--- src/rtl/trace_player.sv ---
// trace_player: replays a stored trace of timestamped input events into a
// monitor's input_N / new_input_N ports, honouring ready backpressure.
// Optional feature macro: TRACE_PLAYER_LOOP_EN adds a 'loop' input that
// restarts the trace after the last event instead of finishing.
//
// state  | meaning
// IDLE   | waiting for start; event memory may be written
// WAIT   | counting down the idle cycles before event idx, then waiting for ready
// FIRE   | strobing event idx onto the monitor ports for one cycle
// FIN    | one-cycle done pulse, then back to IDLE (or next pass when looping)
module trace_player #(
   parameter int NUM_IN  = 1,
   parameter int DATA_W  = 64,
   parameter int DELAY_W = 32,
   parameter int DEPTH   = 16,
   parameter int ADDR_W  = $clog2(DEPTH)
) (
   input  logic                     clk,
   input  logic                     rst,
   input  logic                     en,
   input  logic                     wr_en,
   input  logic [ADDR_W-1:0]        wr_addr,
   input  logic [DELAY_W-1:0]       wr_delay,
   input  logic [NUM_IN-1:0]        wr_mask,
   input  logic [NUM_IN*DATA_W-1:0] wr_data,
   output logic                     wr_err,
   input  logic                     start,
   input  logic [ADDR_W:0]          num_events,
   input  logic                     ready,
`ifdef TRACE_PLAYER_LOOP_EN
   input  logic                     loop,
`endif
   output logic [NUM_IN*DATA_W-1:0] input_data,
   output logic [NUM_IN-1:0]        new_input,
   output logic                     busy,
   output logic                     done,
   output logic [15:0]              stall_cnt
);

   typedef enum logic [1:0] {S_IDLE, S_WAIT, S_FIRE, S_FIN} state_t;

   localparam logic [ADDR_W:0] DEPTH_L = DEPTH[ADDR_W:0];

   logic [DELAY_W-1:0]       mem_delay [DEPTH];
   logic [NUM_IN-1:0]        mem_mask  [DEPTH];
   logic [NUM_IN*DATA_W-1:0] mem_data  [DEPTH];

   state_t                   state_q, state_d;
   logic [ADDR_W-1:0]        idx_q, idx_d;
   logic [DELAY_W-1:0]       cnt_q, cnt_d;
   logic [ADDR_W:0]          num_q, num_d;
   logic [15:0]              stall_q, stall_d;
   logic [NUM_IN-1:0]        new_input_q, new_input_d;
   logic [NUM_IN*DATA_W-1:0] input_data_q, input_data_d;
   logic                     busy_q, busy_d;
   logic                     done_q, done_d;
   logic                     wr_err_q, wr_err_d;

   logic                     addr_ok;
   logic                     wr_ok;
   logic                     out_en;
   logic                     is_last;
   logic [ADDR_W-1:0]        idx_nxt;
   logic [ADDR_W:0]          num_clamped;
   logic [DELAY_W-1:0]       rd0_delay;
   logic [NUM_IN*DATA_W-1:0] fire_data;

   // Out-of-range addresses only exist when DEPTH is not a power of two.
   generate
      if ((2 ** ADDR_W) == DEPTH) begin : g_addr_full
         assign addr_ok = 1'b1;
      end else begin : g_addr_part
         assign addr_ok = (int'(wr_addr) < DEPTH);
      end
   endgenerate

   // Loader writes are only honoured while playback is not running.
   assign wr_ok       = en & wr_en & ~busy & addr_ok;
   assign idx_nxt     = idx_q + ADDR_W'(1);
   assign is_last     = ({1'b0, idx_q} == (num_q - (ADDR_W+1)'(1)));
   assign num_clamped = (num_events > DEPTH_L) ? DEPTH_L : num_events;
   // A write to entry 0 in the same cycle as start must be seen by the start.
   assign rd0_delay   = (wr_ok && (wr_addr == '0)) ? wr_delay : mem_delay[0];

   // Strobes and pulses vanish at once under reset or a disabled clock enable.
   assign out_en     = en & ~rst;
   assign new_input  = new_input_q & {NUM_IN{out_en}};
   assign input_data = out_en ? input_data_q : '0;
   assign done       = done_q & out_en;
   assign wr_err     = wr_err_q & out_en;
   assign stall_cnt  = stall_q;
`ifdef TRACE_PLAYER_LOOP_EN
   assign busy       = busy_q | ((state_q == S_FIN) & loop);
`else
   assign busy       = busy_q;
`endif

   // Event memory: not reset, so a trace survives rst.
   always_ff @(posedge clk) begin
      if (wr_ok) begin
         mem_delay[wr_addr] <= wr_delay;
         mem_mask[wr_addr]  <= wr_mask;
         mem_data[wr_addr]  <= wr_data;
      end
   end

   // Channel values of the current event with unflagged channels zeroed.
   always_comb begin
      fire_data = '0;
      for (int i = 0; i < NUM_IN; i++) begin
         if (mem_mask[idx_q][i]) begin
            fire_data[i*DATA_W +: DATA_W] = mem_data[idx_q][i*DATA_W +: DATA_W];
         end
      end
   end

   // Next-state and registered-output logic of the playback sequencer.
   always_comb begin
      state_d      = state_q;
      idx_d        = idx_q;
      cnt_d        = cnt_q;
      num_d        = num_q;
      stall_d      = stall_q;
      busy_d       = busy_q;
      new_input_d  = '0;
      input_data_d = '0;
      done_d       = 1'b0;
      wr_err_d     = wr_en & ~(~busy & addr_ok);
      case (state_q)
         S_IDLE: begin
            busy_d = 1'b0;
            if (start) begin
               stall_d = '0;
               if (num_clamped == '0) begin
                  state_d = S_FIN;
                  done_d  = 1'b1;
               end else begin
                  idx_d   = '0;
                  cnt_d   = rd0_delay;
                  num_d   = num_clamped;
                  busy_d  = 1'b1;
                  state_d = S_WAIT;
               end
            end
         end
         S_WAIT: begin
            if (cnt_q != '0) begin
               cnt_d = cnt_q - DELAY_W'(1);
            end else if (ready) begin
               new_input_d  = mem_mask[idx_q];
               input_data_d = fire_data;
               state_d      = S_FIRE;
            end else if (stall_q != 16'hFFFF) begin
               stall_d = stall_q + 16'd1;
            end
         end
         S_FIRE: begin
            if (is_last) begin
               done_d  = 1'b1;
               busy_d  = 1'b0;
               state_d = S_FIN;
            end else begin
               idx_d   = idx_nxt;
               cnt_d   = mem_delay[idx_nxt];
               state_d = S_WAIT;
            end
         end
         default: begin
`ifdef TRACE_PLAYER_LOOP_EN
            if (loop) begin
               idx_d   = '0;
               cnt_d   = rd0_delay;
               busy_d  = 1'b1;
               state_d = S_WAIT;
            end else begin
               busy_d  = 1'b0;
               state_d = S_IDLE;
            end
`else
            busy_d  = 1'b0;
            state_d = S_IDLE;
`endif
         end
      endcase
   end

   // Sequencer registers: synchronous reset, frozen while en is low.
   always_ff @(posedge clk) begin
      if (rst) begin
         state_q      <= S_IDLE;
         idx_q        <= '0;
         cnt_q        <= '0;
         num_q        <= '0;
         stall_q      <= '0;
         busy_q       <= 1'b0;
         new_input_q  <= '0;
         input_data_q <= '0;
         done_q       <= 1'b0;
         wr_err_q     <= 1'b0;
      end else if (en) begin
         state_q      <= state_d;
         idx_q        <= idx_d;
         cnt_q        <= cnt_d;
         num_q        <= num_d;
         stall_q      <= stall_d;
         busy_q       <= busy_d;
         new_input_q  <= new_input_d;
         input_data_q <= input_data_d;
         done_q       <= done_d;
         wr_err_q     <= wr_err_d;
      end
   end

endmodule

--- config.mk ---
export PLATFORM = sky130hd
export DESIGN_NAME = trace_player
export DESIGN_NICKNAME = d
export VERILOG_FILES = /design/src/rtl/trace_player.sv
export SDC_FILE = /design/constraint.sdc
export NUM_CORES = 2
export LEC_CHECK = 0
export CAP_MARGIN = 20
export CORE_MARGIN = 1.5
export CORE_UTILIZATION = 25
export DETAILED_ROUTE_END_ITERATION = 8
export DONT_BUFFER_PORTS = 1
export PLACE_DENSITY = 0.48
export RECOVER_POWER = 100
export SYNTH_ARGS = -nofsm -noshare
export SYNTH_HDL_FRONTEND = slang
export SYNTH_SLANG_ARGS = --single-unit
--- constraint.sdc ---
create_clock -name clk -period 6.88 [get_ports clk]
set_clock_uncertainty 0.1 [all_clocks]
set_input_delay 1.376 -clock clk [delete_from_list [all_inputs] [get_ports clk]]
set_output_delay 1.376 -clock clk [all_outputs]
set_load 0.02 [all_outputs]
# Yosys cells after proc, flatten, opt, wreduce, memory -nomap -nowiden
# Memory sizes are Yosys's and may differ from the RTL's. A register that Yosys moved wholly into a read port is not among the register bits.
# Cells that the tools add are included.
[totals] ram_bits=1552 register_bits=127 memories=3 inputBits=112
[op_classes] magnitude_cmp=1 reduce_logical=14 n_addsub=4 n_eq_ne=13 bitwise=11 n_mux=44
[mem_list] memory="mem_data" words=16 width=64 read_ports=1 rd_clocked_by_memory_dff=1 write_ports=1 line_no="46" source="logic [NUM_IN*DATA_W-1:0] mem_data [DEPTH];"
[mem_list] memory="mem_delay" words=16 width=32 read_ports=2 rd_clocked_by_memory_dff=0 write_ports=1 line_no="44" source="logic [DELAY_W-1:0] mem_delay [DEPTH];"
[mem_list] memory="mem_mask" words=16 width=1 read_ports=1 rd_clocked_by_memory_dff=1 write_ports=1 line_no="45" source="logic [NUM_IN-1:0] mem_mask [DEPTH];"
[ops] operator="$mux 64" n=5
[ops] operator="$mux 32" n=5
[ops] operator="$pmux 32 s3" n=1
[ops] operator="$mux 16" n=4
[ops] operator="$pmux 16 s2" n=1
[ops] operator="$reduce_bool 32->1" n=1
[ops] operator="$sub 32x1->32 const B" n=1
[ops] operator="$mux 4" n=7
[ops] operator="$ne 2x2->1 const B" n=9
[ops] operator="$add 16x1->16 const B" n=1
[ops] operator="$ne 16x16->1 const B" n=1
[ops] operator="$reduce_and 6->1" n=2
[ops] operator="$mux 1" n=11
[ops] operator="$mux 2" n=5
[ops] operator="$pmux 4 s2" n=1
[ops] operator="$reduce_and 4->1" n=2
[ops] operator="$and 1x1->1" n=7
[ops] operator="$pmux 2 s3" n=1
[ops] operator="$eq 4x5->1" n=1
[ops] operator="$gt 5x5->1 const B" n=1
[ops] operator="$logic_not 5->1" n=1
[ops] operator="$mux 5" n=1
[ops] operator="$reduce_and 5->1" n=1
[ops] operator="$sub 5x1->5 const B" n=1
[ops] operator="12 further kinds" n=16

# Longest topological paths before layout
[logic_depth] ltp_word=8 ltp_mapped=11 ltp_nobuf=8

# Worst setup path after synthesis
# Ideal clock, no wire load.
[synth_path] path_kind="input to register" from="input port en" to="memory mem_data[10][0] in the netlist's numbering (enable)" path_stages=4 t_required_ps=6227 path_buffers=1 path_slack_ps=282 arrival_time_ps=5945 cell_sequence="buf_2 and4bb_2 nand2_1 nor2_1"
[synth_via] elab_chain_cells=4
[synth_rtl] item="start: declaration" line_no="20" source="input logic en,"
[synth_rtl] item="$and 1x1->1 (2 in a row)" line_no="78" source="assign wr_ok = en & wr_en & ~busy & addr_ok;"
[synth_rtl] item="$mux 1" line_no="100" source="if (wr_ok) begin"
[synth_rtl] item="$mux 1 (implied by the code)" line_no="103" source="mem_data[wr_addr] <= wr_data;"
[synth_rtl] item="end: declaration" line_no="46"
# No other way between the ends.

# Final worst setup path
[layout_path] from="input port en" to="output port input_data[33]"
[layout_via] elab_chain_cells=2
[layout_rtl] item="$and 1x1->1" line_no="86" source="assign out_en = en & ~rst;"
[layout_rtl] item="$mux 64" line_no="88" source="assign input_data = out_en ? input_data_q : '0;"
[layout_rtl] item="end: declaration" line_no="33" source="output logic [NUM_IN*DATA_W-1:0] input_data,"
# No other way between the ends.

==> results.sh <==
export IMPL_status="finished with violations"
export IMPL_violations="max-capacitance violations, max-slew violations"
export IMPL_number_of_design_rule_violations_left_by_the_first_detailed_router_iteration=2694
export IMPL_synth_largest_area_cell="sky130_fd_sc_hd__edfxtp_1"
export IMPL_ctsLongestPathBuffers=3
export IMPL_routed_wire_length_per_instance_um=25.8
export IMPL_syn_instance_count=3085
export IMPL_met2RoutedLength_mm=86.4
export IMPL_yosys_area_share_simple_pct=3.41
export IMPL_highest_signal_layer="met5"
export IMPL_crit_fanout=35
export IMPL_core_area_um2=260000
export IMPL_synth_enable_flop_cells=1552
export IMPL_seqCellArea_um2=49200
export IMPL_clkSinkCount=1683
export IMPL_least_margin_pin_slew_ns=4.58
export IMPL_fmax_mhz=191
export IMPL_static_leakage_power_nw=22.0
export IMPL_io_pins=196
export IMPL_setup_repair_after_global_routing_missed_its_margin="false"
export IMPL_synthToLayoutAreaGrowth_pct=15.5
export IMPL_synth_compound_area_share_pct=2.48
export IMPL_first_pass_grt_wire_length_mm=250
export IMPL_drt_pre_antenna_iters=7
export IMPL_global_route_overflow_total=0
export IMPL_min_period_over_period_pct=76.1
export IMPL_synth_nets=3205
export IMPL_count_of_unresolved_drc_violations_after_routing=0
export IMPL_worst_setup_hold_path_clk_slew_ns=0.06
export IMPL_global_route_usage_total_pct=13.2
export IMPL_core_rowCount=187
export IMPL_dp_hpwl_mm=91.0
export IMPL_cts_buffers_inserted=175
export IMPL_vias=30800
export IMPL_wl_mm=175
export IMPL_finalSetupTns_ns=0
export IMPL_synth_top_family_by_area="multiplexers"
export IMPL_finalWeightedCongestion=0.737
export IMPL_post_synth_fa_ha_maj_area_fraction_pct=0.153
export IMPL_worst_ir_drop_vdd_mv=0.244
export IMPL_io_buffers=0
export IMPL_clock_tree_root_cell="sky130_fd_sc_hd__clkbuf_16"
export IMPL_yosys_area_top_type_share_pct=71.2
export IMPL_mappedNetlistArea_um2=65500
export IMPL_ys_flop_type="sky130_fd_sc_hd__edfxtp_1"
export IMPL_drv_slew=916
export IMPL_power_density_nw_per_um2=286
export IMPL_worstPathRequired_ns=5.40
export IMPL_flip_flop_and_latch_count_after_synthesis=1683
export IMPL_grt_pass1_vias=32500
export IMPL_post_route_min_period_ns=5.24
export IMPL_yosys_top_cells_count="sky130_fd_sc_hd__edfxtp_1 (1,552), sky130_fd_sc_hd__mux4_2 (466), sky130_fd_sc_hd__nor2_1 (143)"
export IMPL_setup_fix_bufs_post_cts=0
export IMPL_yosysMostFrequentCell="sky130_fd_sc_hd__edfxtp_1"
export IMPL_async_flop_share_pct=0
export IMPL_timing_final_setup_violations=0
export IMPL_dieArea_um2=265000
export IMPL_cts_hold_buffers_added=0
export IMPL_layout_core_utilization_pct=29.1
export IMPL_critical_path_class="in -> out"
export IMPL_die_height_um=515
export IMPL_die_x_um=515
export IMPL_cts_resized=0
export IMPL_worst_endpoint_arrival_ns=3.76
export IMPL_worst_skew_pair_late_latency_ns=0.81
export IMPL_ys_top_cells_by_area="sky130_fd_sc_hd__edfxtp_1 (71%), sky130_fd_sc_hd__mux4_2 (16%), sky130_fd_sc_hd__dfxtp_1 (4.0%), sky130_fd_sc_hd__nor2_1 (0.82%), sky130_fd_sc_hd__a22oi_1 (0.73%)"
export IMPL_endpoint_kind="primary output"
export IMPL_synthesis_area_per_instance_um2=21.2
export IMPL_maxCapViolCount=21
export IMPL_worstSetupStartpointType="input pin"
export IMPL_grt_max_degree=121
export IMPL_timing_hold_violations_final=0
export IMPL_total_power_mw=21.7
export IMPL_ys_seq_area_share_pct=75.2
export IMPL_synth_xor_area_share_pct=0.587
export IMPL_route_detailed_vias_per_inst=4.54
export IMPL_final_fill_count=25400
export IMPL_r2r_setup_slack_ns=1.71
export IMPL_yosys_warnings=0
export IMPL_slew_headroom_pct=-205
export IMPL_wl_met1_mm=74.7
export IMPL_final_layout_size_suffix_gt1_share_pct=25.4
export IMPL_final_net_count=3258
export IMPL_ctsHtreeMaxLevel=4
export IMPL_start_util_pct=25.2
export IMPL_multi_input_area_um2=15300
export IMPL_wl_met3_mm=10.8
export IMPL_postRouteAntennaNets=0
export IMPL_cts_tree="built"
export IMPL_hold_path_class="reg -> reg"
export IMPL_yosysUniqueCellTypes=85
export IMPL_synth_mux_area_share_pct=16.8
export IMPL_number_of_antenna_violations_at_the_first_check_in_global_routing=4
## registers in the layout (all words and copies together) (netlist names), named ones only
name,count
mem_data,1024
mem_delay,512
input_data_q,64
cnt_q,32
mem_mask,16
stall_cnt,16
num_q,5
idx_q,4
state_q,2
busy,1
done_q,1
new_input_q,1
wr_err_q,1
## placed cells by master (no fill, tap or decap), types with 14 or more instances in the layout
cell type	netlist	layout
sky130_fd_sc_hd__a22oi_1	64	64
sky130_fd_sc_hd__clkbuf_1	93	41
sky130_fd_sc_hd__nor3_1	14	14
sky130_fd_sc_hd__mux2i_1	37	37
sky130_fd_sc_hd__dfxtp_1	131	126
sky130_fd_sc_hd__clkinv_2	0	31
sky130_fd_sc_hd__mux4_2	466	466
sky130_fd_sc_hd__and2_0	0	65
sky130_fd_sc_hd__edfxtp_1	1552	1552
sky130_fd_sc_hd__buf_4	21	26
sky130_fd_sc_hd__nor2_1	143	138
sky130_fd_sc_hd__a21oi_1	32	32
sky130_fd_sc_hd__bufinv_16	0	20
sky130_fd_sc_hd__nand2_1	87	87
sky130_fd_sc_hd__xor2_1	16	15
sky130_fd_sc_hd__o21ai_0	12	15
sky130_fd_sc_hd__clkbuf_16	0	175
sky130_fd_sc_hd__buf_12	0	18
sky130_fd_sc_hd__nand3_1	34	34
sky130_fd_sc_hd__xnor2_1	26	26
sky130_fd_sc_hd__clkinv_1	1	32
## final cells by class
type,count,share of cell area (%)
Clock buffer,218,6.11
Antenna cell,1,0.00331
Tap cell,3496,5.79
Inverter,14,0.0828
Timing Repair Buffer,60,0.861
Clock inverter,108,1.75
Multi-Input combinational cell,1204,20.3
Sequential cell,1683,65.1
## final timing paths
check,end,startpoint,cells after the start
max,input_data[33],en,4
min,cnt_q[27],cnt_q[27],2
max reg2reg,mem_delay[10][7],busy,4
min reg2reg,cnt_q[27],cnt_q[27],2
## critical path, stage by stage
cell and delay [ns]:
sky130_fd_sc_hd__inv_4 0.19, sky130_fd_sc_hd__nor2_1 0.65, sky130_fd_sc_hd__clkbuf_1 1.04, sky130_fd_sc_hd__and2_0 0.45
## stage by stage
step / hold WS [ns] / cell area [um2] / std cells / setup WS (ns)
after CTS: 0.397 / 75900 / 6781 / 2.65
final: 0.396 / 75600 / 6784 / 1.64
after global placement: 0.395 / 69900 / 6452 / 1.99
after global routing: 0.411 / 75600 / 6783 / 1.36
after detailed placement: 0.386 / 70000 / 6455 / 2.26
after floorplan: 0.327 / 65500 / 3085 / 0.282
## where the power goes
group | switching (mW) | internal, mW | total, mW | leakage, nW
Combinational | 0.368 | 0.216 | 0.584 | 4.12
Sequential | 0.0573 | 11.3 | 11.3 | 15.0
Clock | 4.17 | 5.58 | 9.75 | 2.87
Total | 4.60 | 17.1 | 21.7 | 22.0
## per-layer routing
metal | track usage, % | up-vias
li1 | - | 13000
met1 | 17.0 | 16800
met2 | 22.1 | 697
met3 | 3.47 | 221
met4 | 2.89 | 4
met5 | 0 | -
## cell families after synthesis
group | Yosys count
and+or+nand+nor | 432
buffers and inverters | 198
xor gates and xnor gates | 43
adders and majority gates | 8
DFF | 1683
muxes | 513
AOI/OAI and AO/OA | 208
Power figures use the tool's default switching activity.
